**src/rtl/trail_writer.sv**
```systemverilog
// -----------------------------------------------------------------------------
// trail_writer
// Paints the two bike trails into a 4-bit-per-pixel frame buffer (two pixels
// per 16-bit word) and repaints the whole buffer to the background colour on
// request or after reset.
//
// Ports
//   Clk                     system clock, all state on the rising edge
//   Reset                   asynchronous active-low reset
//   frame_clk               frame tick, asynchronous to Clk
//   clear_req               level request to repaint the buffer to BG_COLOR
//   Blue_X_real/Blue_Y_real blue bike pixel position
//   Red_X_real/Red_Y_real   red bike pixel position
//   blue_alive/red_alive    per-bike trail write enables
//   write_address           frame buffer word address
//   Data_Out                frame buffer write word
//   WE                      write enable, one word per cycle
//   busy                    high while the block is doing anything but idling
//   clear_done              one-cycle pulse after the last clear word
//
// All outputs are registered and are loaded from the next-state decode, so
// what they show in a cycle always belongs to the state the FSM is in during
// that cycle. This is what lets the blue write appear in the cycle right after
// the frame event and lets reset pull WE low asynchronously.
// -----------------------------------------------------------------------------
module trail_writer #(
    parameter logic [3:0]  BG_COLOR    = 4'h8,
    parameter logic [3:0]  BLUE_COLOR  = 4'h1,
    parameter logic [3:0]  RED_COLOR   = 4'h2,
    // Words in the buffer: 640 x 480 pixels, two pixels per word.
    parameter int unsigned CLEAR_WORDS = 153600
) (
    input  logic        Clk,
    input  logic        Reset,
    input  logic        frame_clk,
    input  logic        clear_req,
    input  logic [9:0]  Blue_X_real,
    input  logic [9:0]  Blue_Y_real,
    input  logic [9:0]  Red_X_real,
    input  logic [9:0]  Red_Y_real,
    input  logic        blue_alive,
    input  logic        red_alive,
    output logic [18:0] write_address,
    output logic [15:0] Data_Out,
    output logic        WE,
    output logic        busy,
    output logic        clear_done
);

    typedef enum logic [1:0] {
        CLEAR   = 2'd0,
        IDLE    = 2'd1,
        WR_BLUE = 2'd2,
        WR_RED  = 2'd3
    } state_t;

    localparam logic [17:0] LAST_WORD = 18'(CLEAR_WORDS - 1);

    // Word address of pixel (x,y): x/2 + y*320, widened before the sum.
    function automatic logic [18:0] pix_addr(input logic [9:0] x, input logic [9:0] y);
        logic [18:0] xw;
        logic [18:0] yw;
        xw = {10'd0, x[9:1]};
        yw = {9'd0, y};
        return xw + (yw << 8) + (yw << 6);
    endfunction

    function automatic logic in_range(input logic [9:0] x, input logic [9:0] y);
        return (x < 10'd640) && (y < 10'd480);
    endfunction

    // Both pixel fields of a word get the same colour.
    function automatic logic [15:0] pix_word(input logic [3:0] c);
        return {4'h0, c, 4'h0, c};
    endfunction

    state_t      r_state;
    logic [17:0] r_cnt;
    logic        r_pend;
    logic        r_fs1;
    logic        r_fs2;
    logic        r_fs3;
    // Only red needs holding across a cycle; blue is consumed straight into
    // the output registers on the same edge that the frame event is taken.
    logic [9:0]  r_rx;
    logic [9:0]  r_ry;
    logic        r_ralive;

    state_t      w_state_n;
    logic [17:0] w_cnt_n;
    logic        w_pend_n;
    logic [9:0]  w_rx_n;
    logic [9:0]  w_ry_n;
    logic        w_ralive_n;
    logic [18:0] w_addr_n;
    logic [15:0] w_data_n;
    logic        w_we_n;
    logic        w_busy_n;
    logic        w_done_n;
    logic        w_frame_evt;

    // Rising edge of the synchronized frame tick.
    assign w_frame_evt = r_fs2 & ~r_fs3;

    always_ff @(posedge Clk or negedge Reset) begin
        if (!Reset) begin
            r_state       <= CLEAR;
            r_cnt         <= '0;
            r_pend        <= 1'b0;
            r_fs1         <= 1'b0;
            r_fs2         <= 1'b0;
            r_fs3         <= 1'b0;
            r_rx          <= '0;
            r_ry          <= '0;
            r_ralive      <= 1'b0;
            write_address <= '0;
            Data_Out      <= '0;
            WE            <= 1'b0;
            busy          <= 1'b0;
            clear_done    <= 1'b0;
        end else begin
            r_fs1         <= frame_clk;
            r_fs2         <= r_fs1;
            r_fs3         <= r_fs2;
            r_state       <= w_state_n;
            r_cnt         <= w_cnt_n;
            r_pend        <= w_pend_n;
            r_rx          <= w_rx_n;
            r_ry          <= w_ry_n;
            r_ralive      <= w_ralive_n;
            write_address <= w_addr_n;
            Data_Out      <= w_data_n;
            WE            <= w_we_n;
            busy          <= w_busy_n;
            clear_done    <= w_done_n;
        end
    end

    always_comb begin
        w_state_n  = r_state;
        w_cnt_n    = r_cnt;
        w_pend_n   = r_pend;
        w_rx_n     = r_rx;
        w_ry_n     = r_ry;
        w_ralive_n = r_ralive;
        w_addr_n   = '0;
        w_data_n   = '0;
        w_we_n     = 1'b0;
        w_done_n   = 1'b0;

        unique case (r_state)
            CLEAR: begin
                w_pend_n = 1'b0;
                if (!WE) begin
                    // First cycle out of reset: nothing written yet, so
                    // start by issuing word 0 rather than advancing.
                    w_cnt_n  = '0;
                    w_we_n   = 1'b1;
                    w_addr_n = '0;
                    w_data_n = pix_word(BG_COLOR);
                end else if (r_cnt == LAST_WORD) begin
                    w_state_n = IDLE;
                    w_cnt_n   = '0;
                    w_done_n  = 1'b1;
                end else begin
                    w_cnt_n  = r_cnt + 18'd1;
                    w_we_n   = 1'b1;
                    w_addr_n = {1'b0, w_cnt_n};
                    w_data_n = pix_word(BG_COLOR);
                end
            end

            IDLE: begin
                if (r_pend || clear_req) begin
                    w_state_n = CLEAR;
                    w_pend_n  = 1'b0;
                    w_cnt_n   = '0;
                    w_we_n    = 1'b1;
                    w_addr_n  = '0;
                    w_data_n  = pix_word(BG_COLOR);
                end else if (w_frame_evt) begin
                    w_state_n  = WR_BLUE;
                    w_rx_n     = Red_X_real;
                    w_ry_n     = Red_Y_real;
                    w_ralive_n = red_alive;
                    if (blue_alive && in_range(Blue_X_real, Blue_Y_real)) begin
                        w_we_n   = 1'b1;
                        w_addr_n = pix_addr(Blue_X_real, Blue_Y_real);
                        w_data_n = pix_word(BLUE_COLOR);
                    end
                end
            end

            WR_BLUE: begin
                if (clear_req) begin
                    w_pend_n = 1'b1;
                end
                w_state_n = WR_RED;
                if (r_ralive && in_range(r_rx, r_ry)) begin
                    w_we_n   = 1'b1;
                    w_addr_n = pix_addr(r_rx, r_ry);
                    w_data_n = pix_word(RED_COLOR);
                end
            end

            WR_RED: begin
                if (clear_req) begin
                    w_pend_n = 1'b1;
                end
                w_state_n = IDLE;
            end

            default: begin
                w_state_n = CLEAR;
                w_cnt_n   = '0;
            end
        endcase

        w_busy_n = (w_state_n != IDLE);
    end

endmodule

```
**config.mk**
```make
export PLATFORM = sky130hd
export DESIGN_NAME = trail_writer
export DESIGN_NICKNAME = d
export VERILOG_FILES = /design/src/rtl/trail_writer.sv
export SDC_FILE = /design/constraint.sdc
export NUM_CORES = 1
export LEC_CHECK = 0
export ABC_CLOCK_PERIOD_IN_PS = 3690
export CAP_MARGIN = 20
export CORE_MARGIN = 10
export CORE_UTILIZATION = 35
export CTS_BUF_LIST = sky130_fd_sc_hd__clkbuf_8
export CTS_CLUSTER_SIZE = 14
export DETAILED_ROUTE_END_ITERATION = 6
export GPL_TIMING_DRIVEN = 0
export PLACE_DENSITY_LB_ADDON = 0.2
export SYNTH_ARGS = -nofsm -noshare
export SYNTH_HDL_FRONTEND = slang
export SYNTH_SLANG_ARGS = --single-unit
```
**constraint.sdc**
```tcl
create_clock -name Clk -period 3.69 [get_ports Clk]
set_clock_uncertainty 0.2 [all_clocks]
set_input_delay 0.369 -clock Clk [delete_from_list [all_inputs] [get_ports Clk]]
set_output_delay 0.369 -clock Clk [all_outputs]
set_load 0.005 [all_outputs]
```
==> run summary <==
The number of antenna violations at the first check in global routing is 0. The violation count after the first detailed-route iteration came out at 175. The count of cell types in the netlist came out at 52. The last weighted congestion value of the routability-driven placer is about 0.84. In this run the power density over the cells is 580 nW/um^2. The count of state elements after synthesis came out at 69.

By startpoint and endpoint, the worst setup path is classified as primary input to flop. The most numerous cell on the critical path is inv_1. The deepest clock path buffer count is 2. The largest net degree at the start of global routing is 70. The final net count is slightly below 600.

The number of hold-slack violations in the final timing report is 0. In the finished design, the share of the clock period the worst path needs comes to about nine tenths. In the routed design, unresolved DRC markers number 0. The mean number of vias per cell is between 5 and 6.

A synthesized cell averages 10.5 um^2. The number of gates resized after CTS is 0. The wire length of the first global-routing pass came out at between 15000 and 20000 um.

For the pin with the worst max-slew slack, the measured transition is 0.854 ns. The longest individual stage delay on the worst path came out at 0.59 ns. The total CTS buffers came out at 9. The top-level port count came out at 84. The setup-violating endpoint count in the final report came out at 0. The initial core utilization is 36.1%. In the layout the commonest cells are 70 x clkdlybuf4s50_1, 69 x dfrtp_1, 39 x ha_1.

In this run the worst path has a maximum fanout of 2. The area of combinational cells with multiple inputs came out at around 2300 um^2. Once layout is done, the placed cells without fillers occupy 5240 um^2. The area of the die came out at 16600 um^2.

The proportion of layout cells with a drive suffix above 1 is 11.8%. TritonCTS built the clock tree. The setup check on the worst reg-to-reg path leaves a slack of 0.48 ns. CTS placed an instance of clkbuf_8 at the clock tree root. Setup repair after global routing left no endpoint under its margin. The via count is 3270. Data arrives at the worst endpoint at 3.34 ns. The synthesized design spends more area on one cell type than any other, namely dfrtp_1. The flip-flop and latch area came out at 1730 um^2. The main combinational cell family by area after synthesis is compound AO/OA/AOI/OAI gates. During placement, the flow inserted port buffers numbering 71.

The category of the worst setup path launch point is a primary input. The routed wire length is 10500 um. The clock transition at the register clock pins on the worst setup and hold paths after CTS is 0.07 ns. Sequential elements use 41.6% of the synthesized area. Yosys mapped a number of flops with a built-in enable equal to 0. The relative max-transition margin came out at between 40% and 50%. The cell count after synthesis is 397. For this design, the slowest cell found on the critical path is fa_1.

The max-cap check violation count came out at 0. The final-report max-slew violation count came out at 0. The final-layout fill cell count is ~1.1k. Ranked by total cell area, the synthesized netlist is headed by dfrtp_1 42%, ha_1 12%, mux2_2 5.4%.

STA classifies the critical path endpoint as a flop. Among all flip-flop cells after synthesis, the most frequent one is dfrtp_1. The standby leakage power came out at 0.00245 uW.

The most common library cell in the layout ignoring fill and taps is clkdlybuf4s50_1. The remaining global-route overflow came out at 0. The number of standard-cell rows in the floorplan is 39. For this run, the number of Yosys warnings is 0. The path type of the worst min-delay path is flop to flop.

After synthesis, the largest area contributor takes up 41.6% of total cell area. The minimum hold slack is around 0.15 ns. The maximum resistive drop on vdd is 361 uV. The all-layer global routing usage came out at 12.7%.

The critical path goes through clkdlybuf4s50_1, inv_1, fa_1, inv_1, ha_1, a211oi_2, o21bai_1, a2111oi_0, nor3_1, xor2_1, a221o_1. In this run the standard cell core region covers 11500 um^2. The via count of the first global-routing pass came out at approximately 3.5k.

The number of antenna-violating nets in the routed design is 0. The synthesized netlist devotes 16.3% of its cell area to compound gates. The clock drives 69 sinks.

The layout-stage area growth over the synthesis result is 26.2%. The post-detailed-route wirelength per cell is approximately 17 um. The multiplexer fraction of the synthesized cell area came out at roughly 5.4%. The proportion of synthesized flip-flops having asynchronous set or reset came out at 100%. The share of the core filled with cells is a little under half. The latest clock arrival within the worst-skew pair came out at 0.35 ns.

The chip height is 129 um. The number of antenna cells inserted is 0. The share of synthesized cell area in and, or, nand and nor gates is 12.3%.

The run finished with clean final reports. Summing every instance area after synthesis gives between 4000 and 5000 um^2. The die width is 129 um. The sum of net half-perimeters after detailed placement came out at 8110 um. The post-synthesis xor/xnor area fraction came out at 5.69%. The length of the first detailed-routing pass in iterations is 6. The required time reported for the critical path endpoint is 3.73 ns. Of the total synthesized cell area, the portion taken by full adders, half adders and majority gates is 13.7%. The number of H-tree branching levels came out at 3. The post-place instance area is about 5100 um^2. The shortest period the worst path allows came out at approximately 3.3 ns.

Derived from the worst setup path, the maximum achievable clock frequency is roughly 300 MHz.
-- state kept, by name (all words and copies together), names as in the netlist --
register and cells:
Data_Out 3, WE 1, busy 1, clear_done 1, r_cnt 18, r_fs1 1
r_fs2 1, r_fs3 1, r_pend 1, r_ralive 1, r_rx 9, r_ry 10
r_state 2, write_address 19
-- cells by family (layout without fill, tap and decap cells) --
family,count (synthesis),after routing
AOI/OAI and AO/OA,102,102
xor gates and xnor gates,27,27
adders and majority gates,43,43
buffers and inverters,37,122
DFF,69,69
muxes,20,20
other,1,11
and+or+nand+nor,98,98
-- cell usage after synthesis, types with 3 or more instances --
library cell	number
nand2_1	24
mux2_2	20
nor2_1	22
o41ai_1	3
nand2b_1	8
and3_1	7
a21o_1	11
nor2b_1	5
a22oi_1	7
clkbuf_1	3
inv_1	12
o21ai_0	33
nand4_1	4
ha_1	39
dfrtp_1	69
a221o_1	5
o221ai_1	4
a211oi_1	4
fa_1	4
o31ai_1	6
buf_4	13
nand3_1	15
a21oi_1	12
xor2_1	12
xnor2_1	15
a31oi_1	3
buf_2	4
-- layout make-up --
cell class	count	area share, %
Buffer	24	3.03
Clock inverter	3	0.310
Clock buffer	10	2.62
Inverter	13	0.931
Tap cell	143	3.41
Multi-Input combinational cell	301	43.1
Sequential cell	69	32.9
Timing Repair Buffer	72	13.7
-- routing by layer --
metal / routed length, um / share of wire (%) / vias up / GRT usage (%)
li1: - / - / 1609 / -
met1: 4780 / 46 / 1579 / 15.5
met3: 496 / 4.7 / 15 / 3.66
met5: 0 / 0 / - / 0
met4: 203 / 1.9 / 0 / 4.35
met2: 5000 / 48 / 67 / 21.2
-- final timing paths --
| kind | cells after the start | startpoint | to |
|---|---|---|---|
| hold / removal | 0 | r_fs1 | r_fs2 |
| max in group asynchronous | 2 | Reset | r_state[1] |
| setup reg to reg | 8 | r_ry[0] | write_address[17] |
| setup / recovery | 11 | Blue_X_real[9] | write_address[14] |
| min in group asynchronous | 2 | Reset | write_address[4] |
| hold reg to reg | 0 | r_fs1 | r_fs2 |
-- power by group --
group	switching, uW	internal [uW]	leakage [uW]	total, uW
sequential	148	931	0.000905	1080
combinational	777	671	0.00147	1450
clock	269	247	0.0000813	516
total	1190	1850	0.00245	3040
-- metrics by stage --
stage	instances	setup TNS [ns]	setup slack (ns)	power, uW
floorplan	407	0	0.817	2030
global route	635	0	0.313	3290
detailed placement	621	0	0.0611	2530
finish	635	0	0.388	3040
global placement	621	-20.06	-0.297	2480
CTS	635	0	0.441	3060
-- what timing repair did --
item / 4_1_cts / 5_1_grt
endpoints found under the hold margin: 69 / 0
buffers inserted: 0 / 0
hold buffers: 1 / 0
-- worst max-delay path: cells and delay by family --
family / cells / cell delay (ns)
AOI/OAI and AO/OA: 4 / 1.16
xor gates and xnor gates: 1 / 0.17
adders and majority gates: 2 / 0.90
buffers and inverters: 3 / 0.60
and+or+nand+nor: 1 / 0.13
(Power assumes the default switching activity.)
